==> src/rtl/spi_pkg.sv <==
// Shared types and defaults for the SPI master transmitter.
package spi_pkg;

  typedef enum logic [2:0] {
    IDLE,
    POP,
    LOAD,
    SETUP,
    SHIFT,
    HOLD
  } state_t;

  localparam int DEF_DATA_WIDTH = 8;
  localparam int DEF_CLK_DIV    = 4;
  localparam int DEF_CS_HOLD    = 2;

  // {CPOL, CPHA}
  localparam logic [1:0] SPI_MODE0 = 2'b00;

endpackage

==> src/rtl/spi_clk_div.sv <==
// SCLK generator: toggles sclk every CLK_DIV cycles while run is high and
// flags each rising/falling transition with a one-cycle strobe.
module spi_clk_div
  import spi_pkg::*;
#(
  parameter int CLK_DIV = DEF_CLK_DIV
) (
  input  logic clk,
  input  logic rst_n,
  input  logic run,
  output logic rise_stb,
  output logic fall_stb,
  output logic sclk
);

  localparam int                CNT_W     = $clog2(CLK_DIV) + 1;
  localparam logic [CNT_W-1:0]  CNT_LAST  = CNT_W'(CLK_DIV - 1);
  localparam logic              SCLK_IDLE = SPI_MODE0[1];

  logic [CNT_W-1:0] cnt_q;
  logic             sclk_q;
  logic             term;

  assign term     = run && (cnt_q == CNT_LAST);
  assign rise_stb = term && (sclk_q == SCLK_IDLE);
  assign fall_stb = term && (sclk_q != SCLK_IDLE);
  assign sclk     = sclk_q;

  always_ff @(posedge clk or negedge rst_n) begin
    if (!rst_n) begin
      cnt_q  <= '0;
      sclk_q <= SCLK_IDLE;
    end else if (!run) begin
      cnt_q  <= '0;
      sclk_q <= SCLK_IDLE;
    end else if (term) begin
      cnt_q  <= '0;
      sclk_q <= ~sclk_q;
    end else begin
      cnt_q  <= cnt_q + CNT_W'(1);
    end
  end

endmodule

==> src/rtl/spi_master_tx.sv <==
// SPI mode-0 master: pops FIFO bytes, shifts them out on mosi and captures miso.
// Define SPI_LSB_FIRST_EN to transmit and receive LSB first.
module spi_master_tx
  import spi_pkg::*;
#(
  parameter int DATA_WIDTH = DEF_DATA_WIDTH,
  parameter int CLK_DIV    = DEF_CLK_DIV,
  parameter int CS_HOLD    = DEF_CS_HOLD
) (
  input  logic                  clk,
  input  logic                  rst_n,
  input  logic                  enable,
  input  logic                  fifo_empty,
  output logic                  fifo_rd_en,
  input  logic [DATA_WIDTH-1:0] fifo_dout,
  output logic                  sclk,
  output logic                  mosi,
  input  logic                  miso,
  output logic                  cs_n,
  output logic [DATA_WIDTH-1:0] rx_data,
  output logic                  rx_valid,
  output logic                  busy
);

  localparam int               BIT_W      = $clog2(DATA_WIDTH) + 1;
  localparam int               WAIT_MAX   = (CLK_DIV > CS_HOLD) ? CLK_DIV : CS_HOLD;
  localparam int               WAIT_W     = $clog2(WAIT_MAX) + 1;
  localparam logic [BIT_W-1:0] LAST_BIT   = BIT_W'(DATA_WIDTH - 1);
  localparam logic [WAIT_W-1:0] SETUP_LAST = WAIT_W'(CLK_DIV - 1);
  localparam logic [WAIT_W-1:0] HOLD_LAST  = WAIT_W'(CS_HOLD - 1);

  function automatic logic first_bit(input logic [DATA_WIDTH-1:0] w);
`ifdef SPI_LSB_FIRST_EN
    return w[0];
`else
    return w[DATA_WIDTH-1];
`endif
  endfunction

  function automatic logic [DATA_WIDTH-1:0] tx_shift(input logic [DATA_WIDTH-1:0] w);
`ifdef SPI_LSB_FIRST_EN
    return {1'b0, w[DATA_WIDTH-1:1]};
`else
    return {w[DATA_WIDTH-2:0], 1'b0};
`endif
  endfunction

  function automatic logic [DATA_WIDTH-1:0] rx_shift(input logic [DATA_WIDTH-1:0] w,
                                                      input logic b);
`ifdef SPI_LSB_FIRST_EN
    return {b, w[DATA_WIDTH-1:1]};
`else
    return {w[DATA_WIDTH-2:0], b};
`endif
  endfunction

  state_t                state_q, state_d;
  logic [WAIT_W-1:0]     wait_cnt;
  logic [BIT_W-1:0]      bit_cnt;
  logic [DATA_WIDTH-1:0] tx_sr;
  logic [DATA_WIDTH-1:0] rx_sr;
  logic                  rise_stb;
  logic                  fall_stb;
  logic                  byte_done;
  logic                  more;

  spi_clk_div #(
    .CLK_DIV (CLK_DIV)
  ) u_clk_div (
    .clk      (clk),
    .rst_n    (rst_n),
    .run      (state_q == SHIFT),
    .rise_stb (rise_stb),
    .fall_stb (fall_stb),
    .sclk     (sclk)
  );

  assign more = enable && !fifo_empty;
  assign cs_n = (state_q == IDLE);
  assign busy = (state_q != IDLE);

  always_comb begin
    state_d    = state_q;
    fifo_rd_en = 1'b0;
    byte_done  = 1'b0;
    case (state_q)
      IDLE:  if (more) state_d = POP;
      POP: begin
        fifo_rd_en = 1'b1;
        state_d    = LOAD;
      end
      LOAD:  state_d = SETUP;
      SETUP: if (wait_cnt == SETUP_LAST) state_d = SHIFT;
      SHIFT: begin
        if (fall_stb && (bit_cnt == LAST_BIT)) begin
          byte_done = 1'b1;
          // Back-to-back bytes skip HOLD so cs_n stays low across the burst.
          if (more)              state_d = POP;
          else if (CS_HOLD == 0) state_d = IDLE;
          else                   state_d = HOLD;
        end
      end
      HOLD:    if (wait_cnt == HOLD_LAST) state_d = IDLE;
      default: state_d = IDLE;
    endcase
  end

  always_ff @(posedge clk or negedge rst_n) begin
    if (!rst_n) begin
      state_q  <= IDLE;
      wait_cnt <= '0;
      bit_cnt  <= '0;
      mosi     <= 1'b0;
      rx_data  <= '0;
      rx_valid <= 1'b0;
    end else begin
      state_q  <= state_d;
      rx_valid <= byte_done;
      if ((state_d == state_q) && ((state_q == SETUP) || (state_q == HOLD)))
        wait_cnt <= wait_cnt + WAIT_W'(1);
      else
        wait_cnt <= '0;
      if (state_q == LOAD)
        bit_cnt <= '0;
      else if (fall_stb)
        bit_cnt <= bit_cnt + BIT_W'(1);
      if (state_q == LOAD)
        mosi <= first_bit(fifo_dout);
      else if (fall_stb)
        mosi <= first_bit(tx_shift(tx_sr));
      if (byte_done)
        rx_data <= rx_sr;
    end
  end

  // Shift registers carry data only; every bit is rewritten before it is used.
  always_ff @(posedge clk) begin
    if (state_q == LOAD)
      tx_sr <= fifo_dout;
    else if (fall_stb)
      tx_sr <= tx_shift(tx_sr);
    if (rise_stb)
      rx_sr <= rx_shift(rx_sr, miso);
  end

endmodule

==> config.mk <==
export PLATFORM = sky130hd
export DESIGN_NAME = spi_master_tx
export DESIGN_NICKNAME = d
export VERILOG_FILES = /design/src/rtl/spi_pkg.sv /design/src/rtl/spi_clk_div.sv /design/src/rtl/spi_master_tx.sv
export SDC_FILE = /design/constraint.sdc
export NUM_CORES = 1
export LEC_CHECK = 0
export CAP_MARGIN = 10
export CORE_MARGIN = 4
export CORE_UTILIZATION = 40
export CTS_BUF_LIST = sky130_fd_sc_hd__clkbuf_4
export DETAILED_ROUTE_END_ITERATION = 6
export HOLD_SLACK_MARGIN = 0.1
export PLACE_DENSITY = 0.66
export SYNTH_ARGS = -nofsm -noshare
export SYNTH_HDL_FRONTEND = slang
export SYNTH_SLANG_ARGS = --single-unit
==> constraint.sdc <==
create_clock -name clk -period 2.3 [get_ports clk]
set_input_delay 0.46 -clock clk [delete_from_list [all_inputs] [get_ports clk]]
set_output_delay 0.46 -clock clk [all_outputs]
set_load 0.01 [all_outputs]
## After elaboration in Yosys (flattened, before gate mapping)

Index checks and enable logic that the tools add are counted.
Widths: inputs -> output; s select.

- Bits in registers: 39
- Latch bits: 0
- Bits in writable memories: 0
- ROM bits: 0
- Input bits: 13
- Output and inout bits: 14
- Word-level logic and storage cells: 56
- Memories kept: 0

- $add $sub $neg: 3
- Multiply operators: 0
- Divide/modulo/power cells: 0
- Magnitude comparators: 0
- Eq/ne operators: 11
- Shift operators: 0
- Mux-type cells: 20
- Bitwise logic cells: 1
- Reductions and logical operators: 11

Operators by type and width:

| kind | number |
|---|---|
| $mux 3 | 8 |
| $pmux 3 s6 | 1 |
| $mux 7 | 2 |
| $eq 3x2->1 const B | 4 |
| $mux 4 | 2 |
| $mux 1 | 7 |
| $add 3x1->3 const B | 2 |
| $eq 3x1->1 const B | 2 |
| $eq 3x3->1 const B | 2 |
| $logic_and 1x1->1 | 6 |
| $add 4x1->4 const B | 1 |
| $eq 4x3->1 const B | 1 |
| $eq 3x3->1 | 1 |
| $logic_not 3->1 | 1 |
| $reduce_bool 3->1 | 1 |
| $ne 2x2->1 const B | 1 |
| $reduce_bool 2->1 | 1 |
| $logic_not 1->1 | 1 |
| $logic_or 1x1->1 | 1 |
| $not 1->1 | 1 |

## Depth between registers and ports, before layout

- Word-level depth: 9
- Mapped depth: 5

## By module

A second synthesis with hierarchy kept.

- Cells, all modules: 117
- Area total of the unflattened synthesis: 1,662.8 um2

By module, submodules not included:

| module | instances | cells an instance | area each (um2) | seq. area each (um2) |
|---|---|---|---|---|
| spi_master_tx | 1 | 102 | 1,485.2 | 950.9 |
| spi_clk_div | 1 | 15 | 177.7 | 100.1 |

## Worst setup path before layout

OpenSTA, ideal clock, no wires.

- Path type: flip-flop to flip-flop
- Start: register state_q[2]
- End: register rx_sr[0] (enable)
- Library setup time: 0.383 ns
- Data arrival time: 1.687 ns
- Slack: 0.230 ns
- Cell stages (with the launch flop): 5
- Path buffers: 2
- Period minus slack after synthesis: 2.070 ns
- Cells stage by stage: dfrtp_1 -> buf_4 -> or3b_1 -> clkbuf_1 -> nor3_1

- Cells in the longest elaborated chain, start to end: 3

RTL lines:

| what | line | source |
|---|---|---|
| from (decl) | spi_master_tx.sv:57 | `state_t state_q, state_d;` |
| from (signal assigned) | spi_master_tx.sv:117 | `state_q <= state_d;` |
| $eq 3x3->1 | spi_master_tx.sv:72 | `.run (state_q == SHIFT),` |
| $logic_and 1x1->1 | spi_clk_div.sv:24 | `assign term = run && (cnt_q == CNT_LAST);` |
| $logic_and 1x1->1 | spi_clk_div.sv:25 | `assign rise_stb = term && (sclk_q == SCLK_IDLE);` |
| net rise_stb | spi_master_tx.sv:62 | `logic rise_stb;` |
| to (signal assigned) | spi_master_tx.sv:143 | `rx_sr <= rx_shift(rx_sr, miso);` |
| to (decl) | spi_master_tx.sv:61 | `logic [DATA_WIDTH-1:0] rx_sr;` |

The timed path passes the listed nets, and every way through them passes these cells.
A chain may end at the register's enable or synchronous reset.

## Worst setup path after layout

- Start: register state_q[2]
- End: output cs_n

- Cells in the longest elaborated chain, start to end: 1

RTL lines:

| what | line | source |
|---|---|---|
| $logic_not 3->1 | spi_master_tx.sv:79 | `assign cs_n = (state_q == IDLE);` |
| to (decl) | spi_master_tx.sv:19 | `output logic cs_n,` |

Every way passes these cells.

==> run_results.csv <==
group,metric,value,unit
outcome,status,"complete, no violations",
critical_path,timing.reg2reg.worst_path_depth,4,
grt,grt_use_total,0.122,
critical_path,critical_path.max_fanout,11,
grt,grt_overflow_total,0,
power_and_ir_drop,power_density,748,nW/um^2
grt,antenna_found_initial,0,
critical_path,critPathKind,"reg2out",
sta,maxSlewViolCount,0,
critical_path,reg2reg_setup_slack,0.28,ns
die,standard_cell_row_count,23,
logic_synthesis,synth-seq-area-share,0.620,
detailed_routing,drcViolationCount,0,
sta,setup_tns_final,0,ns
logic_synthesis,synth.distinct_cells,40,
logic_synthesis,post_synth_main_area_contributors,"sky130_fd_sc_hd__dfrtp_1 (35%), sky130_fd_sc_hd__edfxtp_1 (27%), sky130_fd_sc_hd__mux2_1 (5.3%)",
clock_network,clock_insertion_delay_worst_skew,0.34,ns
critical_path,crit-reg2reg-launch,"state_q[0]",
clock_network,inserted_clock_buffers,5,
clock_network,tritoncts,"done",
finish,finalCoreUtilization,0.520,
critical_path,worst_ep_required_time,1.84,ns
power_and_ir_drop,total_leakage_power,0.861,nW
logic_synthesis,async_sr_flop_fraction,0.615,
sta,period_minus_slack,2.22,ns
logic_synthesis,netlist.area_leader.share,0.355,
detailed_routing,drtIter0Drc,67,
placed_design,portbufs,26,
finish,stdcell_area,2110,sq um
logic_synthesis,yosys_register_bits,39,
sta,worst-slew-pin-transition,0.373,ns
die,num_io_pins,27,
critical_path,timing.critical_path.from,"state_q[2]",
critical_path,setup.worst_path.start_class,"register",
flow_run,number_of_maximum_capacitance_violations,0,
logic_synthesis,synth_most_common_cell,"sky130_fd_sc_hd__dfrtp_1",
grt,number_of_global_route_vias_before_repair,1097,
finish,fin_nets,176,
finish,antenna-diode-count,0,
sta,max_clock_freq,450,MHz
logic_synthesis,synth_top_flop_cell,"sky130_fd_sc_hd__dfrtp_1",
die,core_area,4060,sq um
clock_network,ctsRootBufferMaster,"sky130_fd_sc_hd__clkbuf_4",
clock_network,maximum_count_of_clock_buffers_along_a_single_path,2,
die,fp.dieArea,5340,sq um
worst_hold_path,min-delay-path-class,"in2async",
finish,post_route_cells_drive_above_1_share,0.170,
sta,setup-violations-final,0,
detailed_routing,routed_via_density,5.16,
sta,post-route-period-util,0.967,
clock_network,clock_sinks,39,
clock_network,clock_pin_slew_reported_for_the_worst_setup_and_hold_paths_after_clock_tree_synthesis,0.12,ns
logic_synthesis,synth.yosys.warnings,0,
critical_path,critical_path_arrival,1.76,ns
critical_path,cp-end-kind,"primary output",
critical_path,r2r-end,"tx_sr[2]",
die,die-width,73.1,um
detailed_routing,drt_pre_antenna_iters,4,
power_and_ir_drop,peakVddDrop,0.313,mV
finish,area_growth_syn_to_layout,24.4,%
logic_synthesis,post-synth-top-area-cell,"sky130_fd_sc_hd__dfrtp_1",
placed_design,place_congestion,0.839,
die,floorplan.initialDensity,0.418,
logic_synthesis,synth_area,1690,sq um
placed_design,dp.final_hpwl,2.11,mm
sta,rsz0062_at_grt,"no",
logic_synthesis,syn_nets,141,
grt,largest_net_degree_at_the_start_of_global_routing,25,
clock_network,cts_htree_levels,2,
grt,first_pass_grt_wire_length,5.02,mm
logic_synthesis,synth.cells.most_frequent,"sky130_fd_sc_hd__dfrtp_1 (24), sky130_fd_sc_hd__edfxtp_1 (15), sky130_fd_sc_hd__mux2_1 (8), sky130_fd_sc_hd__inv_1 (6), sky130_fd_sc_hd__mux2_2 (6)",
sta,timing.clock.skew,0.0200,ns
die,floorplan.die.height,73.1,um
critical_path,crit_end,"cs_n",
detailed_routing,drtAntennaViolNets,0,
detailed_routing,routed-via-count,1078,
logic_synthesis,synth_edf_count,15,
sta,worst_slew_margin_rel,0.751,
logic_synthesis,netlist_instances,123,
placed_design,dpl-instance-area,2020,sq um
detailed_routing,routed_wirelength,2.91,mm
logic_synthesis,postSynthAreaPerCell,13.8,sq um
sta,hold_viol_final,0,
detailed_routing,wl_per_cell,13.9,um
per-layer routing:
layer  share of wire  track usage  wire length [um]
met1            0.44        0.153              1290
met2            0.50        0.200              1450
met3           0.047       0.0358               138
met4           0.012       0.0430                34
met5               0            0                 0
critical path, cell delays in order (launching register included):
cell and delay [ns]:
sky130_fd_sc_hd__dfrtp_2 0.48, sky130_fd_sc_hd__or3_1 0.34, sky130_fd_sc_hd__inv_1 0.07, sky130_fd_sc_hd__clkdlybuf4s50_1 0.53
area by class of cell:
| cell class | instances | area [sq um] |
|---|---|---|
| well taps | 50 | 62.6 |
| multi-input cells | 72 | 591 |
| inverters | 6 | 22.5 |
| repair buffers | 34 | 320 |
| clock inverters | 1 | 5.00 |
| clock buffers | 7 | 52.6 |
| fillers | 346 | 1950 |
| flip-flops and latches | 39 | 1050 |
worst min path at each step:
| stage | endpoint | cells past startpoint |
|---|---|---|
| floorplan | bit_cnt[0] | 0 |
| global placement | rx_sr[3] | 0 |
| detailed placement | rx_sr[4] | 0 |
| CTS | rx_sr[4] | 0 |
| global route | u_clk_div.cnt_q[0] | 1 |
| finish | rx_valid | 2 |
power breakdown:
group	internal, mW	switching (mW)	total [mW]
clock network	0.143	0.215	0.358
logic	0.185	0.168	0.353
registers	0.822	0.0431	0.865
total	1.15	0.426	1.58
cells by family after synthesis:
logic type               count (synthesis)  synth area share
AO/OA/AOI/OAI                           19            0.0776
XOR/XNOR                                 1           0.00517
adder cells (fa/ha/maj)                  5            0.0369
buffers and inverters                   12            0.0310
flip-flops                              39             0.620
multiplexers                            14            0.0931
AND/OR/NAND/NOR                         33             0.136
metrics by stage:
| step | power, mW | hold slack [ns] | setup slack, ns | std cells |
|---|---|---|---|---|
| floorplan | 1.10 | 0.164 | 0.230 | 123 |
| global placement | 1.20 | 0.426 | 0.363 | 198 |
| detailed placement | 1.21 | 0.432 | 0.337 | 198 |
| CTS | 1.58 | 0.458 | 0.0187 | 207 |
| global route | 1.68 | 0.476 | 0.0189 | 209 |
| finish | 1.58 | 0.458 | 0.0765 | 209 |
what timing repair did:
item / in CTS / in global routing
hold buffers: 0 / 0
gates resized for setup: 2 / 1
setup buffers: 1 / 2
gates cloned: 0 / 0
hold endpoints to repair: 0 / 0
setup endpoints to repair: 1 / 1
layout by cell type (no fill, tap or decap), types with 2 or more instances in the layout:
master	count
sky130_fd_sc_hd__nor2_1	2
sky130_fd_sc_hd__a21oi_1	3
sky130_fd_sc_hd__or4_1	2
sky130_fd_sc_hd__edfxtp_1	15
sky130_fd_sc_hd__dfrtp_2	3
sky130_fd_sc_hd__a311oi_1	3
sky130_fd_sc_hd__nor3_1	2
sky130_fd_sc_hd__clkdlybuf4s50_1	26
sky130_fd_sc_hd__dfrtp_1	21
sky130_fd_sc_hd__mux2_2	6
sky130_fd_sc_hd__clkbuf_4	7
sky130_fd_sc_hd__o21bai_1	2
sky130_fd_sc_hd__inv_1	6
sky130_fd_sc_hd__or3_1	2
sky130_fd_sc_hd__nand2b_1	2
sky130_fd_sc_hd__o21ai_1	2
sky130_fd_sc_hd__ha_1	5
sky130_fd_sc_hd__nor3b_1	4
sky130_fd_sc_hd__o31ai_1	3
sky130_fd_sc_hd__nor3b_2	2
sky130_fd_sc_hd__buf_4	8
sky130_fd_sc_hd__nand3b_1	2
sky130_fd_sc_hd__mux2_1	8
sky130_fd_sc_hd__nor2b_1	3
sky130_fd_sc_hd__nand3_1	3
state kept, by name, summed over array words and instances, names as in the netlist:
signal           flops
state_q              3
u_clk_div.sclk       1
bit_cnt              4
tx_sr                7
rx_sr                8
mosi                 1
u_clk_div.cnt_q      3
rx_valid             1
wait_cnt             3
rx_data              8
Note: power is estimated with default switching activity, not from simulation.
